===== src/rtl/serial_parity_rx_pkg.sv =====
// Shared types for the serial parity link receiver: FSM state encoding and the XOR gate helper.
// The transmitter side uses the same state values.
package serial_parity_rx_pkg;

  typedef enum logic [1:0] {
    ST_IDLE   = 2'd0,
    ST_DATA   = 2'd1,
    ST_PARITY = 2'd2,
    ST_STOP   = 2'd3
  } rx_state_e;

  function automatic logic gxor(input logic a, input logic b);
    return a ^ b;
  endfunction

endpackage


===== src/rtl/serial_parity_rx_parity_acc.sv =====
// Running XOR register: loads init on clr, folds d in on en, otherwise holds.
// One-cycle update latency; no backpressure (enables come straight from the receiver FSM).
module serial_parity_rx_parity_acc
  import serial_parity_rx_pkg::*;
(
  input  logic clk,
  input  logic rst_n,
  input  logic clr,
  input  logic init,
  input  logic en,
  input  logic d,
  output logic acc
);

  logic acc_q;

  always_ff @(posedge clk or negedge rst_n) begin
    if (!rst_n) begin
      acc_q <= 1'b0;
    end else if (clr) begin
      acc_q <= init;
    end else if (en) begin
      acc_q <= gxor(acc_q, d);
    end
  end

  assign acc = acc_q;

endmodule


===== src/rtl/serial_parity_rx.sv =====
// Serial frame receiver (start, DATA_W bits LSB first, parity, stop) with parity and framing flags.
// data_valid pulses the cycle after the stop-bit edge; only bit_valid strobes advance the frame, no backpressure.
module serial_parity_rx
  import serial_parity_rx_pkg::*;
#(
  parameter int DATA_W     = 8,
  parameter bit PARITY_ODD = 1'b0
) (
  input  logic              clk,
  input  logic              rst_n,
  input  logic              bit_valid,
  input  logic              bit_in,
  output logic [DATA_W-1:0] data_out,
  output logic              data_valid,
  output logic              parity_err,
  output logic              frame_err,
  output logic              busy
);

  localparam int CNT_W = $clog2(DATA_W + 1);
  localparam logic [CNT_W-1:0] LAST_IDX = CNT_W'(DATA_W - 1);

  rx_state_e         state_q;
  logic [CNT_W-1:0]  cnt_q, cnt_d;
  logic [DATA_W-1:0] shift_q, shift_d;
  logic              perr_q;
  logic [DATA_W-1:0] data_out_q;
  logic              data_valid_q;
  logic              parity_err_q;
  logic              frame_err_q;
  logic              busy_q;

  logic acc;
  logic acc_clr;
  logic acc_en;

  // The accumulator starts at PARITY_ODD so its final value is 1 exactly on a mismatch.
  assign acc_clr = bit_valid && (state_q == ST_IDLE) && !bit_in;
  assign acc_en  = bit_valid && ((state_q == ST_DATA) || (state_q == ST_PARITY));

  serial_parity_rx_parity_acc u_parity_acc (
    .clk   (clk),
    .rst_n (rst_n),
    .clr   (acc_clr),
    .init  (PARITY_ODD),
    .en    (acc_en),
    .d     (bit_in),
    .acc   (acc)
  );

  always_comb begin
    shift_d = shift_q;
    for (int i = 0; i < DATA_W; i++) begin
      if (cnt_q == CNT_W'(i)) shift_d[i] = bit_in;
    end
    cnt_d = cnt_q + CNT_W'(1);
  end

  always_ff @(posedge clk or negedge rst_n) begin
    if (!rst_n) begin
      state_q      <= ST_IDLE;
      cnt_q        <= '0;
      shift_q      <= '0;
      perr_q       <= 1'b0;
      data_out_q   <= '0;
      data_valid_q <= 1'b0;
      parity_err_q <= 1'b0;
      frame_err_q  <= 1'b0;
      busy_q       <= 1'b0;
    end else begin
      data_valid_q <= 1'b0;
      if (bit_valid) begin
        case (state_q)
          ST_IDLE: begin
            if (!bit_in) begin
              state_q <= ST_DATA;
              cnt_q   <= '0;
              busy_q  <= 1'b1;
            end
          end
          ST_DATA: begin
            shift_q <= shift_d;
            cnt_q   <= cnt_d;
            if (cnt_q == LAST_IDX) state_q <= ST_PARITY;
          end
          ST_PARITY: begin
            perr_q  <= gxor(acc, bit_in);
            state_q <= ST_STOP;
          end
          ST_STOP: begin
            data_out_q   <= shift_q;
            parity_err_q <= perr_q;
            frame_err_q  <= ~bit_in;
            data_valid_q <= 1'b1;
            busy_q       <= 1'b0;
            state_q      <= ST_IDLE;
          end
          default: begin
            state_q <= ST_IDLE;
            busy_q  <= 1'b0;
          end
        endcase
      end
    end
  end

  assign data_out   = data_out_q;
  assign data_valid = data_valid_q;
  assign parity_err = parity_err_q;
  assign frame_err  = frame_err_q;
  assign busy       = busy_q;

endmodule


===== config.mk =====
export PLATFORM = sky130hd
export DESIGN_NAME = serial_parity_rx
export DESIGN_NICKNAME = d
export VERILOG_FILES = /design/src/rtl/serial_parity_rx_pkg.sv /design/src/rtl/serial_parity_rx_parity_acc.sv /design/src/rtl/serial_parity_rx.sv
export SDC_FILE = /design/constraint.sdc
export NUM_CORES = 1
export LEC_CHECK = 0
export ABC_AREA = 1
export CAP_MARGIN = 10
export CORE_MARGIN = 2
export CORE_UTILIZATION = 42
export DETAILED_ROUTE_END_ITERATION = 16
export GPL_TIMING_DRIVEN = 0
export SYNTH_ARGS = -nofsm -noshare
export SYNTH_HDL_FRONTEND = slang
export SYNTH_HIERARCHICAL = 1
export SYNTH_SLANG_ARGS = --single-unit
export TNS_END_PERCENT = 30

===== constraint.sdc =====
create_clock -name clk -period 2.72 [get_ports clk]
set_input_delay 0.544 -clock clk [delete_from_list [all_inputs] [get_ports clk]]
set_output_delay 0.544 -clock clk [all_outputs]
set_load 0.05 [all_outputs]

Word level (Yosys, flattened, before mapping)
Index checks and enable logic that the tools add are counted.

operators by class
  equal/unequal tests = 12
  reductions and logical operators = 23
  bitwise operators = 2
  mux-type cells = 11
  $add $sub $neg = 1

operator list
  cell                                           number
  AND reduction 3 bit                            11
  == test 4 x 3 -> 1 bit, second input constant  4
  == test 4 x 2 -> 1 bit, second input constant  2
  case mux 2 bit (4 select lines)                1
  case mux 4 bit (2 select lines)                1
  nonzero test 2 bit                             3
  2-to-1 mux 1 bit                               5
  adder 4 x 1 -> 4 bit, second input constant    1
  == test 2 bit, second input constant           2
  == test 4 x 1 -> 1 bit, second input constant  1
  zero test 4 bit                                1
  2-to-1 mux 2 bit                               2
  2-to-1 mux 4 bit                               1
  AND reduction 2 bit                            2
  logical AND 1 bit                              3
  == test 2 x 1 -> 1 bit, second input constant  1
  zero test 2 bit                                1
  != test 2 x 1 -> 1 bit, second input constant  1
  != test 2 bit, second input constant           1
  case mux 1 bit (2 select lines)                1
  zero test 1 bit                                1
  logical OR 1 bit                               1
  inverter 1 bit                                 1
  bitwise XOR 1 bit                              1

word-level totals
  logic and storage cells = 66
  flip-flop bits (word level) = 28
  input port bits = 4

Depth between registers and ports, before layout
  depth after elaboration = 5
  gate-level depth with buffers = 9
  gate-level depth less buffers = 9

Modules after synthesis
Netlist, hierarchy kept.

modules (own cells, without submodules)
  module                       sequential area each (µm²)  cells an instance  times used  area each (µm²)
  serial_parity_rx             675.6                       148                1           1,312.5
  serial_parity_rx_parity_acc  25.0                        9                  1           61.3

Least setup slack after synthesis
OpenSTA, ideal clock, no wires.

  kind = flip-flop to flip-flop
  from = register state_q[1]
  to = register cnt_q[2]
  setup time = 0.118 ns
  arrival = 1.119 ns
  setup slack = 1.483 ns
  stages on the path, launching flop included = 8
  buffers on the path = 0
  period minus slack after synthesis = 1.237 ns
  path through = dfrtp_1 > inv_1 > ha_1 > nor2_1 > nor2_4 > inv_2 > nand2_1 > o21ai_2

between the ends
  longest elaborated chain between the ends = 3
  elaborated cells between the ends (all ways) = 6
  those cells by class = eq/ne: 2; mux: 1; reduce/logical: 3

RTL lines
  element                                                               RTL line                RTL
  start, declared                                                       serial_parity_rx.sv:23  rx_state_e state_q;
  start signal, assigned                                                serial_parity_rx.sv:61  state_q <= ST_IDLE;
  start signal, assigned                                                serial_parity_rx.sv:76  state_q <= ST_DATA;
  start signal, assigned                                                serial_parity_rx.sv:84  if (cnt_q == LAST_IDX) state_q <= ST_PARITY;
  == test 2 x 1 -> 1 bit or zero test 2 bit (tied branches)             serial_parity_rx.sv:73  case (state_q)
  nonzero test 2 bit (no source line) or != test 2 bit (tied branches)  --
  AND reduction 3 bit (no source line)                                  --
  end signal, assigned                                                  serial_parity_rx.sv:83  cnt_q <= cnt_d;
  end, declared                                                         serial_parity_rx.sv:24  logic [CNT_W-1:0] cnt_q, cnt_d;

Several ways; a longest one is shown, not always the timed one.
A chain may end at the register's enable or synchronous reset.

Final worst setup path
  from = register parity_err_q, in the netlist parity_err
  to = output port parity_err

RTL lines
  element                 RTL line                RTL
  start, declared         serial_parity_rx.sv:29  logic parity_err_q;
  start signal, assigned  serial_parity_rx.sv:92  parity_err_q <= perr_q;
  end, declared           serial_parity_rx.sv:15  output logic parity_err,

No word-level cell between the ends.

==> run_results.csv <==
group,metric,value,unit
floorplanning,ios,16,
drt,ant_nets,0,
layout,flow.area_growth_from_synthesis,17.2,%
synthesis,post-synth-top-area-fraction,0.510,
place,postPlaceCellArea,1580,um2
global_route,number_of_antenna_violations_at_the_first_check_in_global_routing,0,
synthesis,syn_area_per_cell,8.75,um2
timing,setup_tns,0,ns
synthesis,synth.area.mux_share,0,
synthesis,ys_async_sr_fraction,1.00,
timing,fin_skew,0.0123,ns
clock_network,cts-root-to-sink-buffers,2,
drt,violation_count_after_the_first_detailed_route_iteration,57,
setup_path,critical_path.max_stage_delay,0.81,ns
synthesis,syn-cell-area,1370,um2
synthesis,cell_type_with_the_highest_aggregate_area_in_the_netlist,"sky130_fd_sc_hd__dfrtp_1",
synthesis,post_synth_most_frequent_cells,"sky130_fd_sc_hd__nand2_1, sky130_fd_sc_hd__dfrtp_1, sky130_fd_sc_hd__nand3_1, sky130_fd_sc_hd__o21ai_1",
drt,routed_wire_length_per_instance,11.3,um
setup_path,crit_type,"reg2out",
clock_network,clk_latency,0.33,ns
clock_network,cts-buffers-inserted,3,
synthesis,seq_area_frac_synth,0.510,
power_and_ir_drop,p_per_area,1050,nW/um2
timing,final.hold.worst_slack,0.221,ns
floorplanning,die-height,61.2,um
synthesis,ys_top_cells_by_area,"sky130_fd_sc_hd__dfrtp_1, sky130_fd_sc_hd__nand2_1, sky130_fd_sc_hd__ha_1",
synthesis,synthSimpleGateAreaFrac,0.273,
drt,drtPass1Iterations,4,
clock_network,cts.hold.buffers_added,0,
floorplanning,initial_core_util,0.446,
setup_path,crit_start,"parity_err",
place,port_buffer_cells,15,
setup_path,critical-path-top-delay-family,"buffers and inverters",
layout,fin_nets,190,
min_path,worstHoldPathType,"in2async",
layout,finalInstanceArea,1610,um2
synthesis,synthXorXnorAreaFrac,0.00638,
floorplanning,floorplan.core_area,3080,um2
setup_path,crit-reg2reg-launch,"state_q[1]",
setup_path,crit_required,2.18,ns
clock_network,tritoncts_clock_tree,"done",
synthesis,netlist_instances,157,
global_route,grt_pass1_vias,947,
place,globalplace.congestion,0.814,
timing,timing.max_slew.rel_slack,0.564,
floorplanning,dieWidth,61.2,um
synthesis,ys_dominant_reg_cell,"sky130_fd_sc_hd__dfrtp_1",
timing,clock.fmax,484,MHz
run_status,run_status,"complete, no violations",
timing,timing_max_transition_violations_final,0,
run,timing.max_cap.violations,0,
power_and_ir_drop,p_leak,0.801,nW
synthesis,area_fraction_in_compound_gates_after_synthesis,0.0647,
synthesis,post_synth_num_cell_types,21,
power_and_ir_drop,ir_worst_vdd,0.435,mV
setup_path,crit_buf_inv,1,
drt,post_route_drc_violation_count,0,
setup_path,setup.worst_path.end_class,"output port",
synthesis,ys_seq_elements,28,
clock_network,clkSinkCount,28,
synthesis,synth.most_common_cell,"sky130_fd_sc_hd__nand2_1",
drt,post_drt_via_cell_ratio,4.65,
setup_path,critPathLaunchType,"flip-flop",
synthesis,synthesis_warnings,6,
floorplanning,design.die.area,3740,um2
timing,rsz0062_at_grt,"false",
drt,routed-via-count,1022,
synthesis,mappedNetlistNets,170,
place,dpl.hpwl,1780,um
timing,final-setup-viol-count,0,
floorplanning,std_cell_rows,20,
synthesis,synth-edff-count,0,
clock_network,post-cts-setup-buffers,0,
drt,finalWirelength,2480,um
setup_path,arrival_time_of_data_at_the_critical_path_endpoint,1.52,ns
clock_network,cts.root.buffer_cell,"sky130_fd_sc_hd__clkbuf_4",
synthesis,synth-adder-area-share,0.0820,
setup_path,crit_path_top_delay_cell,"sky130_fd_sc_hd__clkdlybuf4s50_1",
synthesis,synth_top_family_by_area,"simple AND/OR/NAND/NOR gates",
clock_network,ctsResizeCount,0,
timing,layout_min_cycle_time,2.07,ns
global_route,pin_count_of_the_biggest_net_entering_global_routing,29,
global_route,grt_pass1_wl,4220,um
layout,n_antenna_cell,0,
clock_network,path_clk_slew,0.16,ns
global_route,grt-ovfl-total,0,
timing,worst_pin_slew,0.654,ns
timing,finalHoldViolations,0,
setup_path,critical_path.max_fanout,2,
layout,layout-drive-gt1-share,0.142,
global_route,grt.total_usage,0.150,
power_and_ir_drop,power,1.69,mW
clock_network,cts.htree.levels,1,
setup_path,cp_cell_sequence,"clkdlybuf4s50_1",
timing,final.period_utilization,0.760,
-- sequential cells by signal, indices dropped and copies added, names as in the netlist --
name	cells
data_out	8
shift_q	8
cnt_q	4
state_q	2
busy	1
data_valid	1
frame_err	1
parity_err	1
perr_q	1
u_parity_acc/acc	1
-- report_power, final --
group / total [mW] / leakage, nW / switching, mW / internal, mW
clock network: 0.204 / 0.0210 / 0.122 / 0.0818
logic: 0.824 / 0.414 / 0.533 / 0.291
registers: 0.660 / 0.367 / 0.0989 / 0.561
total: 1.69 / 0.801 / 0.754 / 0.934
-- logic make-up after synthesis --
kind of cell | count (synthesis)
buf+inv | 18
flops | 28
simple gates | 84
fa+ha+maj | 9
compound gates | 16
other cells | 1
xor+xnor | 1
-- stage by stage --
step | std cells | setup WS [ns] | util
after floorplan | 157 | 1.48 | -
after global placement | 216 | 0.689 | 0.513
after detailed placement | 216 | 0.630 | 0.513
after CTS | 220 | 0.646 | 0.525
after global routing | 220 | 0.584 | 0.523
final | 220 | 0.652 | 0.523
-- layout by cell type (no fill, tap or decap), types with 2 or more instances in the layout --
| cell type | instances |
|---|---|
| sky130_fd_sc_hd__buf_6 | 2 |
| sky130_fd_sc_hd__clkbuf_4 | 3 |
| sky130_fd_sc_hd__clkdlybuf4s50_1 | 14 |
| sky130_fd_sc_hd__dfrtp_1 | 28 |
| sky130_fd_sc_hd__ha_1 | 9 |
| sky130_fd_sc_hd__inv_1 | 9 |
| sky130_fd_sc_hd__inv_2 | 5 |
| sky130_fd_sc_hd__nand2_1 | 53 |
| sky130_fd_sc_hd__nand2_2 | 6 |
| sky130_fd_sc_hd__nand3_1 | 16 |
| sky130_fd_sc_hd__nand4_1 | 2 |
| sky130_fd_sc_hd__nor2_1 | 3 |
| sky130_fd_sc_hd__nor2_4 | 2 |
| sky130_fd_sc_hd__o21ai_1 | 12 |
| sky130_fd_sc_hd__or2_2 | 2 |
-- worst paths after layout --
| kind | end | slack, ns | cells past startpoint |
|---|---|---|---|
| worst max-delay path | parity_err | 0.65 | 1 |
| worst min-delay path | data_out[0] | 0.22 | 1 |
| worst max register to register | cnt_q[2] | 1.31 | 7 |
| worst min register to register | data_out[3] | 0.49 | 2 |
| max in group asynchronous | cnt_q[1] | 2.07 | 1 |
| min in group clk | data_out[3] | 0.49 | 2 |
-- layer usage --
metal,part of all wire,track usage,vias to the layer above
met2,0.46,0.243,11
met4,0.0040,0.0466,0
met1,0.51,0.207,475
met3,0.022,0.0252,2
met5,0,0,-
li1,-,-,534
-- final cells by class --
cell class / count / area, um2
Clock buffer: 4 / 36.3
Timing Repair Buffer: 15 / 145
Multi-Input combinational cell: 111 / 589
Sequential cell: 28 / 701
Inverter: 16 / 61.3
Buffer: 2 / 22.5
Tap cell: 44 / 55.1
Fill cell: 313 / 1470
Power figures use the tool's default switching activity.
